$ cat src/rtl/lpddr4_cmd_arbiter.sv
// rtl/lpddr4_cmd_arbiter.sv - round-robin DFI command arbiter with tRRD/tFAW/tCCD gating and refresh handoff
module lpddr4_cmd_arbiter #(
  parameter int NUM_BANKS = 8,
  parameter int CFG_W     = 8,
  localparam int IDX_W    = $clog2(NUM_BANKS)
) (
  input  logic                 sys_clk,
  input  logic                 sys_rst,
  input  logic [NUM_BANKS-1:0] req_valid,
  input  logic [NUM_BANKS-1:0] req_is_act,
  input  logic [NUM_BANKS-1:0] req_is_cas,
  output logic [NUM_BANKS-1:0] req_ready,
  output logic                 out_valid,
  output logic [IDX_W-1:0]     out_idx,
  input  logic                 out_ready,
  input  logic [CFG_W-1:0]     cfg_trrd,
  input  logic [CFG_W-1:0]     cfg_tccd,
  input  logic [CFG_W-1:0]     cfg_tfaw,
  input  logic                 refresh_req,
  output logic                 refresh_gnt
);

  typedef enum logic [1:0] {ARB, DRAIN, GRANT} state_t;

  state_t               state;
  logic [IDX_W-1:0]     rr_ptr;
  logic [CFG_W-1:0]     trrd_cnt;
  logic [CFG_W-1:0]     ccd_cnt;
  logic [CFG_W-1:0]     faw [4];

  logic                 act_blk;
  logic                 cas_blk;
  logic [3:0]           faw_busy;
  logic [3:0]           faw_load;
  logic [NUM_BANKS-1:0] elig;
  logic                 found;
  logic [IDX_W-1:0]     sel;
  logic [IDX_W-1:0]     cand;
  logic                 fire;
  logic                 act_fire;
  logic                 cas_fire;

  // A loaded timer of N cycles counts N-1 down to 0, so cfg 0 and 1 both mean "no gap".
  function automatic logic [CFG_W-1:0] sat_dec(input logic [CFG_W-1:0] v);
    return (v == '0) ? '0 : v - CFG_W'(1);
  endfunction

  always_comb begin
    for (int j = 0; j < 4; j++) faw_busy[j] = (faw[j] != '0);
  end

  assign act_blk = (trrd_cnt != '0) | (&faw_busy);
  assign cas_blk = (ccd_cnt != '0);
  assign elig    = req_valid & ~(req_is_act & {NUM_BANKS{act_blk}})
                             & ~(req_is_cas & {NUM_BANKS{cas_blk}});

  // Scan starts one past the last winner so every requester gets its turn.
  always_comb begin
    found = 1'b0;
    sel   = '0;
    cand  = '0;
    for (int k = 1; k <= NUM_BANKS; k++) begin
      cand = IDX_W'((int'(rr_ptr) + k) % NUM_BANKS);
      if (!found && elig[cand]) begin
        found = 1'b1;
        sel   = cand;
      end
    end
  end

  assign out_valid = found & (state == ARB) & ~refresh_req & ~sys_rst;
  assign out_idx   = out_valid ? sel : '0;
  assign fire      = out_valid & out_ready;
  assign req_ready = fire ? ({{(NUM_BANKS-1){1'b0}}, 1'b1} << out_idx) : '0;
  assign act_fire  = fire & req_is_act[out_idx];
  assign cas_fire  = fire & req_is_cas[out_idx];

  // Only the lowest idle tFAW slot records a new ACT.
  always_comb begin
    faw_load = '0;
    for (int j = 3; j >= 0; j--) begin
      if (!faw_busy[j]) faw_load = 4'(1) << j;
    end
  end

  always_ff @(posedge sys_clk) begin
    if (sys_rst) begin
      state       <= ARB;
      rr_ptr      <= IDX_W'(NUM_BANKS - 1);
      trrd_cnt    <= '0;
      ccd_cnt     <= '0;
      for (int j = 0; j < 4; j++) faw[j] <= '0;
      refresh_gnt <= 1'b0;
    end else begin
      if (fire) rr_ptr <= out_idx;
      trrd_cnt <= act_fire ? sat_dec(cfg_trrd) : sat_dec(trrd_cnt);
      ccd_cnt  <= cas_fire ? sat_dec(cfg_tccd) : sat_dec(ccd_cnt);
      for (int j = 0; j < 4; j++) begin
        faw[j] <= (act_fire && faw_load[j]) ? sat_dec(cfg_tfaw) : sat_dec(faw[j]);
      end
      case (state)
        ARB: begin
          if (refresh_req) state <= DRAIN;
        end
        DRAIN: begin
          state       <= GRANT;
          refresh_gnt <= 1'b1;
        end
        GRANT: begin
          if (!refresh_req) begin
            state       <= ARB;
            refresh_gnt <= 1'b0;
          end
        end
        default: begin
          state       <= ARB;
          refresh_gnt <= 1'b0;
        end
      endcase
    end
  end

endmodule

$ cat config.mk
export PLATFORM = sky130hd
export DESIGN_NAME = lpddr4_cmd_arbiter
export DESIGN_NICKNAME = d
export VERILOG_FILES = /design/src/rtl/lpddr4_cmd_arbiter.sv
export SDC_FILE = /design/constraint.sdc
export NUM_CORES = 1
export LEC_CHECK = 0
export ABC_AREA = 1
export BUFFER_PORTS_ARGS = -buffer_cell sky130_fd_sc_hd__buf_2
export CORE_ASPECT_RATIO = 0.5
export CORE_MARGIN = 2
export CORE_UTILIZATION = 60
export DETAILED_ROUTE_END_ITERATION = 8
export HOLD_SLACK_MARGIN = 0.03
export PLACE_DENSITY_LB_ADDON = 0.25
export SLEW_MARGIN = 20
export SYNTH_ARGS = -nofsm -noshare
export SYNTH_HDL_FRONTEND = slang
export SYNTH_SLANG_ARGS = --single-unit
$ cat constraint.sdc
create_clock -name sys_clk -period 9.11 [get_ports sys_clk]
set_input_delay 2.2775 -clock sys_clk [delete_from_list [all_inputs] [get_ports sys_clk]]
set_output_delay 2.2775 -clock sys_clk [all_outputs]
set_load 0.005 [all_outputs]
; ---- Word-level counts from Yosys, hierarchy flattened
; Memories as Yosys holds them, arrays and structs flattened.
; Cells that the tools add are included.
[classes]
n_lt_le_gt_ge = 9
n_bitwise = 20
shift = 1
n_eq_ne = 4
mux = 69
n_reduce_logical = 37
addsub = 17
[ops]
columns = op, count
row1 = $mux W8, 20
row2 = $logic_not A8 Y1, 9
row3 = $sub A8 B1 Y8 const B, 9
row4 = $reduce_bool A8 Y1, 6
row5 = $lt A3 B4 Y1 const B, 9
row6 = $and A8 B8 Y8, 4
row7 = $bmux W1 S3, 10
row8 = $mux W3, 9
row9 = $mux W1, 22
row10 = $mux W4, 4
row11 = $not A8 Y8, 2
row12 = $add A3 B3 Y3 const B, 4
row13 = $logic_and A1 B1 Y1, 11
row14 = $shl A1 B3 Y8 const A, 1
row15 = $logic_not A1 Y1, 7
row16 = $add A3 B1 Y3 const B, 2
row17 = $add A3 B2 Y3 const B, 2
row18 = $and A1 B1 Y1, 6
row19 = $pmux W2 S3, 1
row20 = $or A1 B1 Y1, 5
row21 = $mux W2, 2
row22 = $ne A2 B2 Y1 const B, 2
row23 = $reduce_and A2 Y1, 2
row24 = $reduce_and A4 Y1, 1
row25 = 5 further kinds, 7
[word_totals]
output_inout_bits = 13
regBits = 22
mem_count = 1
elab_cells = 163
inputBits = 52
mem_bits_rw = 32
[memory_table]
columns = memory, words, width, rd, rd_ports_with_merged_regs, wr, line_no
row1 = faw, 4, 8, 4, 0, 4, 29  ; logic [CFG_W-1:0] faw [4];

; ---- Depth between registers and ports, before layout
[logic_depth]
ltp_word = 41
ltp_mapped = 28
depth_no_buf = 27

; ---- Least setup slack after synthesis
; OpenSTA, ideal clock, no wires.
[synth_timing]
kind = input -> output
start = input port req_valid[1]
end = output port req_ready[0]
stages = 16
arrival_time_ns = 3.909
setup_slack_ns = 2.923
n_path_buf = 0
path_cell_list = a21boi_2 nand3_1 nand3_1 nand3_1 nand2_2 nor2_4 nand4_2 nor2_4 nand3_1 nand2_2 nor2_1 nand2_1 inv_2 nor2_1 inv_1 nor2_1
[synth_between]
elab_chain_cells = 32
elab_cells_between_ends = 55
classes_between = 1 x shift / 34 x mux / 6 x bitwise / 14 x reduce/logical
[synth_rtl]
columns = item, line_no
row1 = from (decl), 9  ; input logic [NUM_BANKS-1:0] req_valid,
row2 = $and A8 B8 Y8 (*), 54  ; assign elig = req_valid & ~(req_is_act & {NUM_BANKS{act_blk}})
row3 = $and A8 B8 Y8 (*), 55  ; & ~(req_is_cas & {NUM_BANKS{cas_blk}});
row4 = $bmux W1 S3, 64  ; if (!found && elig[cand]) begin
row5 = $mux W1 (implied by the code), 64
row6 = $mux W1, 64
row7 = $logic_not A1 Y1, 64
row8 = $logic_and A1 B1 Y1, 64
row9 = $mux W1, 64
row10 = [15 not listed], --
row11 = $logic_not A1 Y1, 64
row12 = $logic_and A1 B1 Y1, 64
row13 = $mux W1, 64
row14 = $and A1 B1 Y1 (3 in a row), 71  ; assign out_valid = found & (state == ARB) & ~refresh_req & ~sys_rst;
row15 = $mux W3 (*), 72  ; assign out_idx = out_valid ? sel : '0;
row16 = via out_idx[2], 14  ; output logic [IDX_W-1:0] out_idx,
row17 = $shl A1 B3 Y8 (*), 74  ; assign req_ready = fire ? ({{(NUM_BANKS-1){1'b0}}, 1'b1} << out_idx) : '0;
row18 = $mux W8 (*), 74
row19 = to (decl), 12  ; output logic [NUM_BANKS-1:0] req_ready,
; Mark *: on every way through the listed nets, which the timed path passes. The rest lies on a longest branch. The select of a mux whose other input is x is not followed.

; ---- Worst setup path in the final report
[layout_timing]
start = input port req_valid[0]
end = output port req_ready[1]
[layout_between]
elab_chain_cells = 32
elab_cells_between_ends = 55
classes_between = 1 x shift / 34 x mux / 6 x bitwise / 14 x reduce/logical
[layout_rtl]
columns = item, line_no
row1 = $and A8 B8 Y8 (*), 54
row2 = $and A8 B8 Y8 (*), 55
row3 = $bmux W1 S3, 64
row4 = $mux W1 (implied by the code), 64
row5 = $mux W1, 64
row6 = $logic_not A1 Y1, 64
row7 = $logic_and A1 B1 Y1, 64
row8 = $mux W1, 64
row9 = [14 not listed], --
row10 = $mux W1, 64
row11 = $logic_not A1 Y1, 64
row12 = $logic_and A1 B1 Y1, 64
row13 = $mux W1, 64
row14 = $and A1 B1 Y1 (3 in a row), 71
row15 = $mux W3, 72
row16 = $shl A1 B3 Y8, 74
row17 = $mux W8 (*), 74
; Every way passes the cells marked *; elsewhere a longest branch is shown, timed or not. The select of a mux whose other input is x is not followed.

==> results.sh <==
export IMPL_post_cts_buffers=0
export IMPL_start_util=0.624
export IMPL_maxSlewViolCount=0
export IMPL_antenna_found_initial=0
export IMPL_rsz0062_at_grt="no"
export IMPL_period_needed_ps=6690
export IMPL_wl_per_cell_um=12.8
export IMPL_drv_cap=0
export IMPL_area_growth_pct=10.9
export IMPL_synth_area_um2=4600
export IMPL_pwr_share_comb=0.615
export IMPL_hold_viol_final=0
export IMPL_cts_tree="built"
export IMPL_fin_crit_sh=0.734
export IMPL_post_place_ws_ps=2440
export IMPL_drtAntennaViolNets=0
export IMPL_drive_above_1_share=0.182
export IMPL_internal_power_mw=0.833
export IMPL_yosysUniqueCellTypes=41
export IMPL_clk_pin_slew_ps=80
export IMPL_r2r_end="faw[1][6]$_SDFF_PP0_"
export IMPL_syn_nets=799
export IMPL_start_kind="input port"
export IMPL_path_buf_inv=4
export IMPL_multi_input_area_um2=3060
export IMPL_wirelength_mm=11.3
export IMPL_grt_pass1_wl_mm=19.0
export IMPL_dieArea_um2=8430
export IMPL_cp_required_ps=6830
export IMPL_cp_end_kind="output pin"
export IMPL_syn_inst=731
export IMPL_cp_common_cell="nand3_1"
export IMPL_cts_buffers_inserted=5
export IMPL_grt_max_degree=55
export IMPL_finalSetupTns_ps=0
export IMPL_grt_remaining_overflow=0
export IMPL_cp_arrival_ps=4410
export IMPL_swShare=0.486
export IMPL_holdWs_ps=473
export IMPL_r2r_cells=19
export IMPL_path_max_fanout=4
export IMPL_setup_ws_ps=2420
export IMPL_dp_cells=875
export IMPL_drt_initial_drc_count=294
export IMPL_skew_ps=9.61
export IMPL_critPathSlowestCell="nor2_1"
export IMPL_track_usage=0.278
export IMPL_slew_headroom=0.338
export IMPL_crit_family="simple AND/OR/NAND/NOR gates"
export IMPL_detailed_place_hpwl_mm=8.62
export IMPL_ios=65
export IMPL_rr_startpoint="rr_ptr[1]$_SDFFE_PP1P_"
export IMPL_ff2ff_setup_slack_ps=4980
export IMPL_path_cells="buf_2 > a21boi_2 > nand3_1 > nand3_1 > nand3_1 > nand2_1 > nor2_4 > nand4_2 > nor2_4 > nand3_1 > nand2_2 > nor2_1 > nand2_1 > inv_2 > nor2_1 > inv_1 > nor2_1 > buf_2"
export IMPL_antenna_cells=0
export IMPL_cts_max_path_buffers=2
export IMPL_min_to="refresh_gnt$_SDFFE_PP0P_"
export IMPL_powerDensity_nw_per_um2=317
export IMPL_pwr_share_seq=0.244
export IMPL_fmax_mhz=149
export IMPL_synth_commonest_cells="nand2_1, nand3_1, inv_1, nor2_1, a21oi_1"
export IMPL_synth_edf_count=0
export IMPL_synth_warnings=0
export IMPL_vias_per_cell=5.48
export IMPL_synth_seq_area_share=0.235
export IMPL_status="finished clean"
export IMPL_ir_worst_vdd_v=0.000118
export IMPL_yosysTopAreaCell="dfxtp_1"
export IMPL_critPathKind="in -> out"
export IMPL_ctsHoldBuffers=0
export IMPL_insertion_delay_ps=300
export IMPL_routabilityCongestion=0.988
export IMPL_vias=4842
export IMPL_crit_path_max_incr_delay_ps=170
export IMPL_grt_pass1_vias=4327
export IMPL_ff_latch_area_um2=1080
export IMPL_async_reset_ff_frac=0
export IMPL_h_tree_depth=2
export IMPL_hp_start="refresh_gnt$_SDFFE_PP0P_"
export IMPL_synthFlopType="dfxtp_1"
export IMPL_setup_viol=0
export IMPL_cts_resized=0
export IMPL_clkPwrFrac=0.141
export IMPL_stdcell_count=883
export IMPL_io_buffers=64
export IMPL_die_h_um=65.9
export IMPL_die_x_um=128
export IMPL_worst_pin_slew_ps=993
export IMPL_synth_top_cell_area_share=0.235
export IMPL_cts_sinks=54
export IMPL_synth_area_leaders="dfxtp_1, nand3_1, nand2_1"
export IMPL_fillers=712
export IMPL_first_pass_iters=5
export IMPL_p_switching_mw=0.786
export IMPL_hold_path_class="reg -> reg"
export IMPL_synth_seq_cells=54
export IMPL_yosysMostFrequentCell="nand2_1"
export IMPL_core_um2=7380
export IMPL_finalNetCount=854
export IMPL_cts_root_buf="clkbuf_16"
export IMPL_hold_depth=2
export IMPL_p_leak_nw=2.47
export IMPL_rows=22
export IMPL_synth_area_per_cell_um2=6.29
export IMPL_drc_errors=0
[final cells by class]
class | instances | area share
multi-input cells | 567 | 0.599
well taps | 96 | 0.0235
flip-flops and latches | 54 | 0.212
inverters | 94 | 0.0692
clock inverters | 3 | 0.00932
repair buffers | 64 | 0.0628
clock buffers | 5 | 0.0245
[worst min-delay path, stage by stage (launching register included)]
cell and delay, ps:
dfxtp_1 320, nand2_1 60, a21oi_1 50
[through the flow]
step                power, mW  cell area [µm²]   util
global placement         1.36             4930  0.668
floorplan                1.21             4600      -
global route             1.78             5100  0.692
finish                   1.62             5100  0.692
detailed placement       1.38             4930  0.668
CTS                      1.62             5100  0.692
[layout by cell type (no fill, tap or decap), types with 3 or more instances in the layout]
cell,netlist,layout
nor2_4,8,8
nand4_1,18,18
xor2_1,13,13
dfxtp_1,54,54
buf_2,5,64
nand2_2,6,6
nand3_1,105,105
or2_2,17,17
inv_1,88,88
a21boi_1,3,3
nor3_1,11,11
inv_2,5,5
a21boi_2,5,5
clkbuf_16,0,5
o21ai_1,3,3
ha_1,16,16
nand2_1,139,139
nor2_2,16,16
nand3_4,3,3
xnor2_1,6,6
nor2_1,83,83
nand3_2,4,4
nand3b_1,6,6
a21oi_1,72,72
o21ai_0,14,14
[power by group through the flow]
| stage | registers (mW) | logic (mW) | clock network (mW) |
|---|---|---|---|
| after CTS | 0.393 | 0.990 | 0.232 |
| final | 0.394 | 0.996 | 0.229 |
| after floorplan | 0.381 | 0.834 | 0 |
| after global placement | 0.396 | 0.960 | 0 |
| after global routing | 0.406 | 1.13 | 0.240 |
| after detailed placement | 0.398 | 0.982 | 0 |
[kinds of logic (layout without fill, tap and decap cells)]
group | Yosys count | after routing | synth area share
adder cells (fa/ha/maj) | 16 | 16 | 0.0435
XOR/XNOR | 19 | 19 | 0.0362
flip-flops | 54 | 54 | 0.235
AND/OR/NAND/NOR | 425 | 425 | 0.453
AO/OA/AOI/OAI | 107 | 107 | 0.131
buffers and inverters | 110 | 166 | 0.101
[layer usage]
metal,vias up,GRT usage,routed length (µm)
met1,2175,0.355,5310
met2,136,0.494,5200
met5,-,0,0
met4,0,0.0769,161
met3,19,0.0421,593
li1,2512,-,-
[flip-flops by register name, indices dropped and copies added, names as in the netlist]
signal and flops:
state 2, rr_ptr 3, trrd_cnt 8, faw 32, ccd_cnt 8, refresh_gnt 1
[how the worst max path moves through the flow]
stage	start	endpoint	slack, ps	cells past startpoint
final	req_valid[0]	req_ready[1]	2420	18
after global routing	req_valid[5]	req_ready[3]	2150	18
after CTS	req_valid[0]	req_ready[1]	2440	18
after detailed placement	req_valid[0]	req_ready[1]	2440	18
after global placement	req_valid[1]	req_ready[0]	2500	18
after floorplan	req_valid[1]	req_ready[0]	2920	16
Note: power is estimated with default switching activity, not from simulation.
